File: config.mk
export PLATFORM = sky130hd
export DESIGN_NAME = uart_rx_os16
export DESIGN_NICKNAME = d
export VERILOG_FILES = /design/src/rtl/uart_rx_os16.sv
export SDC_FILE = /design/constraint.sdc
export NUM_CORES = 1
export LEC_CHECK = 0
export ABC_AREA = 1
export CAP_MARGIN = 15
export CORE_MARGIN = 2
export CORE_UTILIZATION = 62
export DETAILED_ROUTE_END_ITERATION = 8
export HOLD_SLACK_MARGIN = 0.15
export PLACE_DENSITY_LB_ADDON = 0.05
export SYNTH_ARGS = -nofsm -noshare
export SYNTH_HDL_FRONTEND = slang
export SYNTH_SLANG_ARGS = --single-unit
File: constraint.sdc
create_clock -name clk_in -period 4.2 [get_ports clk_in]
set_input_delay 0.84 -clock clk_in [delete_from_list [all_inputs] [get_ports clk_in]]
set_output_delay 0.84 -clock clk_in [all_outputs]
set_load 0.02 [all_outputs]
File: src/rtl/uart_rx_os16.sv
// UART receiver with 16x oversampling, 8N1 by default.
// The 16x sample tick comes from a clock-enable divider on clk_in, so no derived clocks exist.
// Received bytes appear on data_out with a one-cycle data_valid pulse; bad stop bits give
// a one-cycle frame_err pulse and the receiver waits for the line to return high.
module uart_rx_os16 #(
    parameter int unsigned CLKS_PER_TICK = 651,
    parameter int unsigned DATA_BITS     = 8
) (
    input  logic                 clk_in,
    input  logic                 rst,
    input  logic                 rx_in,
    output logic [DATA_BITS-1:0] data_out,
    output logic                 data_valid,
    output logic                 frame_err,
    output logic                 busy
);

    localparam int unsigned CW = (CLKS_PER_TICK > 1) ? $clog2(CLKS_PER_TICK) : 1;
    localparam int unsigned BW = $clog2(DATA_BITS + 1);
    localparam logic [CW-1:0] TickLast  = CW'(CLKS_PER_TICK - 1);
    localparam logic [BW-1:0] BitsTotal = BW'(DATA_BITS);

    localparam logic [2:0] StIdle  = 3'd0;
    localparam logic [2:0] StStart = 3'd1;
    localparam logic [2:0] StData  = 3'd2;
    localparam logic [2:0] StStop  = 3'd3;
    localparam logic [2:0] StBreak = 3'd4;

    logic                 r_sync1;
    logic                 r_rx_s;
    logic [2:0]           r_state;
    logic [CW-1:0]        r_clk_cnt;
    logic [3:0]           r_os;
    logic [BW-1:0]        r_bit_cnt;
    logic [DATA_BITS-1:0] r_shift;
    logic [DATA_BITS-1:0] r_data;
    logic                 r_valid;
    logic                 r_ferr;
    logic                 r_busy;

    logic                 w_tick;
    logic [2:0]           w_state_d;
    logic [CW-1:0]        w_clk_cnt_d;
    logic [3:0]           w_os_d;
    logic [BW-1:0]        w_bit_cnt_d;
    logic [BW-1:0]        w_bit_cnt_inc;
    logic [DATA_BITS-1:0] w_shift_d;
    logic [DATA_BITS-1:0] w_data_d;
    logic                 w_valid_d;
    logic                 w_ferr_d;

    // Two-flop synchronizer for the asynchronous serial line; idles high.
    always_ff @(posedge clk_in or posedge rst) begin
        if (rst) begin
            r_sync1 <= 1'b1;
            r_rx_s  <= 1'b1;
        end else begin
            r_sync1 <= rx_in;
            r_rx_s  <= r_sync1;
        end
    end

    // Next-state logic: tick divider, oversample counter, bit counter and frame FSM.
    always_comb begin
        w_tick        = (r_state != StIdle) && (r_clk_cnt == TickLast);
        w_bit_cnt_inc = r_bit_cnt + 1'b1;
        w_state_d     = r_state;
        w_clk_cnt_d   = r_clk_cnt;
        w_os_d        = r_os;
        w_bit_cnt_d   = r_bit_cnt;
        w_shift_d     = r_shift;
        w_data_d      = r_data;
        w_valid_d     = 1'b0;
        w_ferr_d      = 1'b0;

        if (r_state != StIdle) begin
            w_clk_cnt_d = w_tick ? '0 : r_clk_cnt + 1'b1;
            if (w_tick) begin
                w_os_d = r_os + 4'd1;
            end
        end

        case (r_state)
            StIdle: begin
                if (!r_rx_s) begin
                    w_state_d = StStart;
                end
            end
            StStart: begin
                // Mid start bit: a high line here means the falling edge was a glitch.
                if (w_tick && (r_os == 4'd7)) begin
                    if (!r_rx_s) begin
                        w_state_d = StData;
                        w_os_d    = 4'd0;
                    end else begin
                        w_state_d = StIdle;
                    end
                end
            end
            StData: begin
                if (w_tick && (r_os == 4'd15)) begin
                    // LSB arrives first, so shifting in at the top leaves it in bit 0.
                    w_shift_d   = {r_rx_s, r_shift[DATA_BITS-1:1]};
                    w_bit_cnt_d = w_bit_cnt_inc;
                    if (w_bit_cnt_inc == BitsTotal) begin
                        w_state_d = StStop;
                    end
                end
            end
            StStop: begin
                if (w_tick && (r_os == 4'd15)) begin
                    if (r_rx_s) begin
                        w_data_d  = r_shift;
                        w_valid_d = 1'b1;
                        w_state_d = StIdle;
                    end else begin
                        w_ferr_d  = 1'b1;
                        w_state_d = StBreak;
                    end
                end
            end
            StBreak: begin
                // Wait out a held-low line so it cannot look like a new start bit.
                if (r_rx_s) begin
                    w_state_d = StIdle;
                end
            end
            default: begin
                w_state_d = StIdle;
            end
        endcase

        // Counters always enter IDLE cleared, whichever state led there.
        if (w_state_d == StIdle) begin
            w_clk_cnt_d = '0;
            w_os_d      = 4'd0;
            w_bit_cnt_d = '0;
        end
    end

    // State, counters and registered outputs.
    always_ff @(posedge clk_in or posedge rst) begin
        if (rst) begin
            r_state   <= StIdle;
            r_clk_cnt <= '0;
            r_os      <= 4'd0;
            r_bit_cnt <= '0;
            r_shift   <= '0;
            r_data    <= '0;
            r_valid   <= 1'b0;
            r_ferr    <= 1'b0;
            r_busy    <= 1'b0;
        end else begin
            r_state   <= w_state_d;
            r_clk_cnt <= w_clk_cnt_d;
            r_os      <= w_os_d;
            r_bit_cnt <= w_bit_cnt_d;
            r_shift   <= w_shift_d;
            r_data    <= w_data_d;
            r_valid   <= w_valid_d;
            r_ferr    <= w_ferr_d;
            r_busy    <= (w_state_d != StIdle);
        end
    end

    assign data_out   = r_data;
    assign data_valid = r_valid;
    assign frame_err  = r_ferr;
    assign busy       = r_busy;

endmodule

==> results of run 1 <==
==> worst paths after layout <==
path                             startpoint           end  slack [ns]
worst max-delay path            data_out[2]   data_out[2]        2.02
worst min-delay path                r_sync1        r_rx_s        0.37
worst max register to register   r_state[0]  r_clk_cnt[0]        2.17
worst min register to register      r_sync1        r_rx_s        0.37
max in group asynchronous               rst        r_rx_s        2.93
min in group asynchronous               rst       r_os[3]        0.89
==> cell type report <==
class / count / area (um2) / share of cell area, %
Sequential cell: 42 / 1050 / 47.0
Inverter: 44 / 165 / 7.37
Tap cell: 44 / 55.1 / 2.46
Clock inverter: 1 / 7.51 / 0.335
Multi-Input combinational cell: 159 / 768 / 34.3
Timing Repair Buffer: 15 / 145 / 6.48
Clock buffer: 7 / 45.0 / 2.01
==> logic make-up after synthesis <==
| family | count (synthesis) | synth area share, % |
|---|---|---|
| fa+ha+maj | 4 | 2.48 |
| flops | 42 | 52.2 |
| buf+inv | 49 | 9.68 |
| simple gates | 122 | 26.6 |
| compound gates | 31 | 8.13 |
| xor+xnor | 2 | 0.869 |
==> per-layer routing <==
layer	global-route usage, %	wire length [um]	vias to the layer above
met5	0	0	-
met4	6.52	51	0
met3	6.30	98	7
met2	32.7	1570	23
li1	-	-	808
met1	31.2	1790	715
==> per-stage QoR <==
stage / setup slack, ns / cells
floorplan: 2.39 / 250
global placement: 2.26 / 304
detailed placement: 2.17 / 304
CTS: 2.00 / 312
global route: 1.97 / 312
finish: 2.02 / 312
==> power by group through the flow <==
stage	logic (mW)	registers, mW	clock network [mW]
6_report	0.0104	0.407	0.190
5_1_grt	0.0125	0.408	0.217
4_1_cts	0.0112	0.407	0.198
3_5_place_dp	0.0111	0.415	0
3_3_place_gp	0.0110	0.415	0
2_1_floorplan	0.00651	0.414	0
==> cell usage in the layout, fill, tap and decap left out, types with 4 or more instances in the layout <==
cell type / instances
nand2_1: 54
inv_1: 43
dfrtp_1: 40
nor2_1: 31
o21ai_0: 24
nand3_1: 17
clkdlybuf4s50_1: 13
nor3_1: 6
nor2_2: 5
clkbuf_4: 5
nand4_1: 4
ha_1: 4
==> flip-flops by register name, summed over array words and instances, names as in the netlist <==
signal	flops
r_bit_cnt	4
r_sync1	1
r_shift	8
r_rx_s	1
frame_err	1
busy	1
r_state	3
data_out	8
r_os	4
data_valid	1
r_clk_cnt	10
==> cell usage after synthesis, types with 3 or more instances <==
| cell type | instances | share of area (%) |
|---|---|---|
| nor2_2 | 5 | 1.6 |
| nor2_1 | 31 | 5.8 |
| nand3_1 | 17 | 4.2 |
| o21ai_0 | 24 | 6.0 |
| dfrtp_1 | 40 | 50 |
| clkbuf_1 | 3 | 0.56 |
| nor3_1 | 6 | 1.5 |
| a21oi_1 | 3 | 0.74 |
| nand2_1 | 54 | 10 |
| nand4_1 | 4 | 1.2 |
| ha_1 | 4 | 2.5 |
| inv_1 | 43 | 8.0 |
==> impl_results.md, run 1 <==
* Status: completed
* VDD IR-drop max at 217 uV
* Number of DRC markers in iteration 0 at around 130
* Die height at 61.0 um
* Tot Pwr at a little over 0.6 mW
* Relative slew slack at 65.3%
* Site row count at 20
* Drc violations at 0
* CP max-delay cell: clkdlybuf4s50_1
* Via Count at about 1600
* Clk_skew at approximately 0.0098 ns
* # nets final at about 270
* Sequential power share at 67.1%
* #FFs+latches synth at between 40 and 50
* Cts bufs inserted at 5
* Routed WL per cell at ~11 um
* Design area at between 2000 and 2500 um2
* Crit path largest cell delay at 0.62 ns
* Mean Syn Cell Area at 8.07 um2
* Final wirelength at 3510 um
* Sw Pwr at roughly 0.13 mW
* Top delay family on crit path: buffers and inverters
* Clock buffer depth at 2
* Clock sinks at 42
* Achievable Freq at 459 MHz
* Area grow syn2layout at 11.0%
* CP Cell Sequence: clkdlybuf4s50_1
* Warnings from Yosys at 0
* HP Class: reg -> reg
* Worst-margin pin slew at 0.520 ns
* Post-synth EDFFs at 0
* DIE AREA at 3730 um2
* Final setup fails at 0
* Max cap viols at 0
* DRT antenna net count at 0
* Yosys cell types at 26
* Final min period at 2.18 ns
* Synthesized area at about 2000 um2
* Cell Area, Placed at about 2200 um2
* Bufs and invs on worst path at 1
* # IOs at 14
* Vias in the first global route at roughly 1300
* Hold slack at roughly 0.37 ns
* Post-synth top flop: dfrtp_1
* Post-synth net total at 257
* Synth async-reset ratio at between 90% and 100%
* Post-Synthesis Cells at between 200 and 300
* Number of hold buffers added after cts at 0
* Critical Path RT at roughly 3.4 ns
* Worst setup EP type: primary output
* RSZ-0062 raised after global routing: false
* N_diodes at 0
* Core Util, Final at slightly above 70%
* Reg2reg path depth at 9
* Worst skew pair latency at roughly 0.35 ns
* DR vias/cell at between 4 and 5
* Final Hold Vio Count at 0
* DP Wirelength at about 2500 um
* Antenna violations before repair at 0
* Clock root buffer: clkbuf_4
* Clock network power share at 31.2%
* Core Area at between 3000 and 4000 um2
* Post-cts resize count at 0
* Die width at just over 60 um
* P_int at between 0.4 and 0.5 mW
* Comb power frac at ~1.7%
* Layout cell share with drive strength beyond 1 at about 7.5%
* Gr usage total at 21.9%
* Setup bufs post-CTS at 0
* CTS HTree Levels at 2
* Worst Path Arrival at 1.34 ns
* Largest net degree at the start of global routing at 43
* First-pass GRT wire length at approximately 5900 um
* Post-synthesis sequential area ratio at 52.2%
* TritonRoute pass-1 iters at 4
* Fin crit share at 51.8%
* CP Launch Type: register
* Final TNS setup at 0 ns
* Critical path type: reg -> out
* Final Wtd Congestion at between 0.8 and 0.9
* Hold path cells at 0
* Crit path depth at 1
* Leakage power at around 1.1 nW
* FILL cells at about 250
* Pwr Density at 271 nW/um2
* Final Max Tran Viols at 0
* Input/output buffers at 13
* CTS tree: built
* Worst-path clk slew at between 0.1 and 0.15 ns
* Critical Path Fanout Max at 2
* GRT overflow at 0
* Sw frac at between 20 and 25%
* Starting Density at approximately two thirds
No activity file was read; power rests on OpenSTA's default activity.
==> run 2: changes to the inputs <==
Settings changed: CORE_UTILIZATION 62 to 57.
Clock period 4.2 ns to 2.07 ns, I/O delays scaled along.
==> run 2 against run 1 <==
Clock power increased to 2.7 times the previous value. Sequential share of layout area shrank 1.8 points. Via count grew 1.9%. First-iteration DRC count is 18% lower. Final cell count increased by 2.2%. Register-to-register slack got worse by 2.0 ns. Wire length is 2.6% higher. Combinational power rose by 140%. Critical endpoint is now r_bit_cnt[2]. Largest power group unchanged.
==> impl_results.md, run 2 (synthesized netlist as in run 1, its figures left out) <==
* Status: completed
* DRT antenna net count at 0
* TritonRoute pass-1 iters at 4
* # nets final at approximately 280
* DR vias/cell at 4.96
* Starting Density at between 50% and 60%
* Die width at between 60 and 70 um
* Final min period at 1.87 ns
* Hold slack at 0.365 ns
* Largest register FFs at 10
* Worst setup EP type: register
* Drc violations at 0
* Core Util, Final at just under 70%
* Clock sinks at between 40 and 50
* Clk_skew at 0.0145 ns
* FILL cells at 289
* # IOs at 14
* Achievable Freq at around 540 MHz
* Antenna violations before repair at 0
* Vias in the first global route at 1459
* Final Hold Vio Count at 0
* First-pass GRT wire length at between 6000 and 7000 um
* Number of DRC markers in iteration 0 at 108
* Gr usage total at 20.3%
* Number of hold buffers added after cts at 0
* RSZ-0062 raised after global routing: false
* Max cap viols at 0
* HP Class: reg -> reg
* Final Wtd Congestion at between 0.8 and 0.9
* Critical path type: reg -> reg
* Area grow syn2layout at 15.6%
* CTS tree: built
* Register Area at around 1100 um2
* Routed WL per cell at 11.3 um
* Core Area at ~3400 um2
* Multi-input combinational cell area at about 770 um2
* Critical Path Fanout Max at 19
* DIE AREA at roughly 4000 um2
* Final TNS setup at 0 ns
* VDD IR-drop max at around 530 uV
* Clock root buffer: clkbuf_4
* Final Max Tran Viols at 0
* Worst Path Arrival at 2.11 ns
* Clock buffer depth at 2
* Layout cell share with drive strength beyond 1 at under 10%
* Input/output buffers at 13
* Post-cts resize count at 0
* Via Count at between 1500 and 2000
* Commonest non-fill, non-tap cell in the layout: nand2_1
* Leakage power at between 1 and 1.5 nW
* Fin crit share at 90.2%
* Cts bufs inserted at 5
* Site row count at 21
* Setup bufs post-CTS at 0
* Worst-margin pin slew at about 0.46 ns
* N_diodes at 0
* GRT overflow at 0
* Reg with most FFs: r_clk_cnt
* Relative slew slack at ~70%
* Final wirelength at 3600 um
* Most frequent cells in the layout: nand2_1, inv_1, dfrtp_1
* Final setup fails at 0
* Pwr Density at a little under 600 nW/um2
* Worst-path clk slew at about 0.13 ns
* Critical Path RT at between 2 and 2.5 ns
* CP Launch Type: register
* DP Wirelength at about 2500 um
* Worst skew pair latency at about 0.36 ns
* CTS HTree Levels at 2
* Largest net degree at the start of global routing at between 40 and 50
* Die height at 63.5 um
run 2: cell count changes in the layout (fill, tap and decap cells not counted):
cell       change
buf_4          +3
bufinv_16      +1
clkbuf_1       -1
buf_12         +2
run 2: final timing paths:
check | startpoint | slack [ns] | endpoint | cells past startpoint
setup reg to reg | r_clk_cnt[0] | 0.20 | r_bit_cnt[2] | 12
hold / removal | r_sync1 | 0.37 | r_rx_s | 0
hold reg to reg | r_sync1 | 0.37 | r_rx_s | 0
setup / recovery | r_clk_cnt[0] | 0.20 | r_bit_cnt[2] | 12
min in group asynchronous | rst | 0.39 | r_clk_cnt[0] | 3
max in group asynchronous | rst | 1.41 | r_sync1 | 3
run 2: through the flow:
stage                     std cells  power, mW  area, um2  worst slack [ns]
after floorplan                 250      0.854       2020             0.368
after global placement          311      0.868       2250             0.331
after detailed placement        311      0.868       2250             0.268
after CTS                       319       1.38       2330             0.241
after global routing            319       1.42       2330            0.0717
final                           319       1.37       2330             0.202
run 2: layer usage:
metal,part of all wire [%],up-vias,track usage [%]
met2,42,25,30.1
li1,-,824,-
met1,53,728,29.4
met3,3.3,5,5.00
met4,1.6,0,6.52
met5,0,-,0
run 2: critical path, stage by stage, from the launching register on:
cell and delay [ns]:
dfrtp_1 0.41, inv_1 0.11, ha_1 0.16, nand3_1 0.14
inv_1 0.10, nand4_2 0.15, nand2_1 0.10, nand2_1 0.07
nor2_2 0.12, nand2_1 0.09, nor2_4 0.11, buf_12 0.16
nor2_1 0.05
run 2: cell type report:
| class | instances | area share [%] |
|---|---|---|
| inverters | 44 | 7.09 |
| multi-input cells | 159 | 33.0 |
| clock buffers | 6 | 1.77 |
| flip-flops and latches | 42 | 45.2 |
| well taps | 46 | 2.47 |
| clock inverters | 2 | 1.61 |
| repair buffers | 20 | 8.91 |
run 2: where the power goes:
| group | internal, mW | total (mW) | switching (mW) |
|---|---|---|---|
| registers | 0.824 | 0.826 | 0.00209 |
| clock network | 0.255 | 0.518 | 0.263 |
| logic | 0.00795 | 0.0248 | 0.0168 |
==> run 3: changes to the inputs <==
==> constraint.sdc (replaced) <==
create_clock -name clk_in -period 2.07 [get_ports clk_in]
set_input_delay 0.3105 -clock clk_in [delete_from_list [all_inputs] [get_ports clk_in]]
set_output_delay 0.3105 -clock clk_in [all_outputs]
set_load 0.02 [all_outputs]
==> run 3 against run 2 <==
Hold slack better by 0.00084 ns. Power down 1.4%. Die area did not move. Combinational power is 14% lower. Sequential cell count stayed put. Worst setup slack improved by 0.060 ns. Critical path type unchanged. Critical endpoint is now r_os[1].
==> impl_results.md, run 3 (synthesized netlist as in run 1, its figures left out) <==
* Status: completed
* Reg with most FFs: r_clk_cnt
* Final wirelength at ~3600 um
* Reg2reg path depth at 12
* Starting Density at 60.0%
* Die height at ~63 um
* DR vias/cell at just under 5
* DIE AREA at between 4000 and 5000 um2
* # IOs at 14
* Die width at roughly 63 um
* First-pass GRT wire length at ~6600 um
* Leakage power at 1.15 nW
* Clock sinks at between 40 and 50
* Layout cell share with drive strength beyond 1 at 9.16%
* Cell mode on critical path: nand2_1
* Final Hold Vio Count at 0
* Via Count at 1579
* Worst Path Arrival at about 2.0 ns
* Routed WL per cell at between 10 and 15 um
* # nets final at approximately 280
* Clock buffer depth at 2
* Setup bufs post-CTS at 0
* TritonRoute pass-1 iters at 4
* CP Cell Sequence: inv_1 -> ha_1 -> nand3_1 -> inv_1 -> nand4_2 -> nand2_1 -> nand2_1 -> nor2_2 -> nand2_1 -> nor2_4 -> buf_12 -> nor2_1
* Clock root buffer: clkbuf_4
* Register Area at around 1100 um2
* Largest register FFs at 10
* GRT overflow at 0
* Crit path largest cell delay at roughly 0.40 ns
* Critical path type: reg -> reg
* N_diodes at 0
* Critical Path Fanout Max at 19
* Final Max Tran Viols at 0
* Pwr Density at roughly 600 nW/um2
* Hold path cells at 0
* Final TNS setup at 0 ns
* Relative slew slack at 66.3%
* Final min period at 1.81 ns
* Bufs and invs on worst path at 3
* Fin crit share at between 80 and 90%
* Site row count at 21
* Top delay family on crit path: simple AND/OR/NAND/NOR gates
* HP Class: reg -> reg
* Final setup fails at 0
* Cell Area, Placed at between 2000 and 2500 um2
* Critical Path RT at roughly 2.3 ns
* Achievable Freq at between 500 and 600 MHz
* Worst-path clk slew at approximately 0.11 ns
* Cts bufs inserted at 5
* Final Worst Setup Slack at about 0.26 ns
* Max cap viols at 0
* Worst setup EP type: register
* Tot Pwr at between 1 and 1.5 mW
* Final Wtd Congestion at about 0.82
* Worst skew pair latency at approximately 0.34 ns
* Area grow syn2layout at 14.8%
* Antenna violations before repair at 0
* Core Area at approximately 3400 um2
* Largest net degree at the start of global routing at 43
* CP max-delay cell: dfrtp_1
* RSZ-0062 raised after global routing: false
* Post-cts resize count at 0
* FILL cells at around 300
* DP Wirelength at 2590 um
* Input/output buffers at 13
* Crit path depth at 12
* Number of hold buffers added after cts at 0
* Number of DRC markers in iteration 0 at ~120
* Commonest non-fill, non-tap cell in the layout: nand2_1
* Worst-margin pin slew at 0.506 ns
* DRT antenna net count at 0
* Clk_skew at approximately 0.010 ns
* CP Launch Type: register
* Design area at approximately 2300 um2
* Gr usage total at between 20% and 30%
* Multi-input combinational cell area at 768 um2
* VDD IR-drop max at between 300 and 400 uV
* CTS tree: built
* Place WS at around 0.28 ns
* Vias in the first global route at 1527
* Reg-to-reg slack, setup at between 0.2 and 0.3 ns
* CTS HTree Levels at 2
* Most frequent cells in the layout: nand2_1, inv_1, dfrtp_1
* Drc violations at 0
run 3: per-layer routing:
metal,wire [um],global-route usage [%],vias up
met5,0,0,-
met4,38,5.98,0
met3,133,5.36,4
met2,1530,32.4,37
met1,1850,27.9,707
li1,-,-,831
run 3: final cells by class:
class	instances	share of cell area [%]
Clock buffer	7	1.95
Clock inverter	1	1.30
Inverter	44	7.14
Multi-Input combinational cell	159	33.2
Sequential cell	42	45.5
Tap cell	46	2.49
Timing Repair Buffer	20	8.43
run 3: path summary, 6_finish.rpt:
check,start,endpoint
max,r_clk_cnt[0],r_os[1]
min,r_sync1,r_rx_s
max reg2reg,r_clk_cnt[0],r_os[1]
min reg2reg,r_sync1,r_rx_s
max in group asynchronous,rst,r_rx_s
min in group asynchronous,rst,r_bit_cnt[3]
run 3: stage by stage:
stage               hold WS [ns]  util, %  std cells
global placement           0.349     66.6        311
detailed placement         0.350     66.6        311
floorplan                  0.315        -        250
CTS                        0.367     68.8        319
finish                     0.366     68.8        319
global route               0.362     68.8        319
run 3: worst register-to-register path, delay by kind of cell, from the launching register on:
kind / cells / cell delay [ns]
flops: 1 / 0.40
buf+inv: 3 / 0.36
fa+ha+maj: 1 / 0.16
simple gates: 8 / 0.81
run 3: report_power, final:
group / switching [mW] / total [mW] / internal [mW]
registers: 0.00216 / 0.826 / 0.824
clock network: 0.247 / 0.503 / 0.256
logic: 0.0161 / 0.0214 / 0.00527
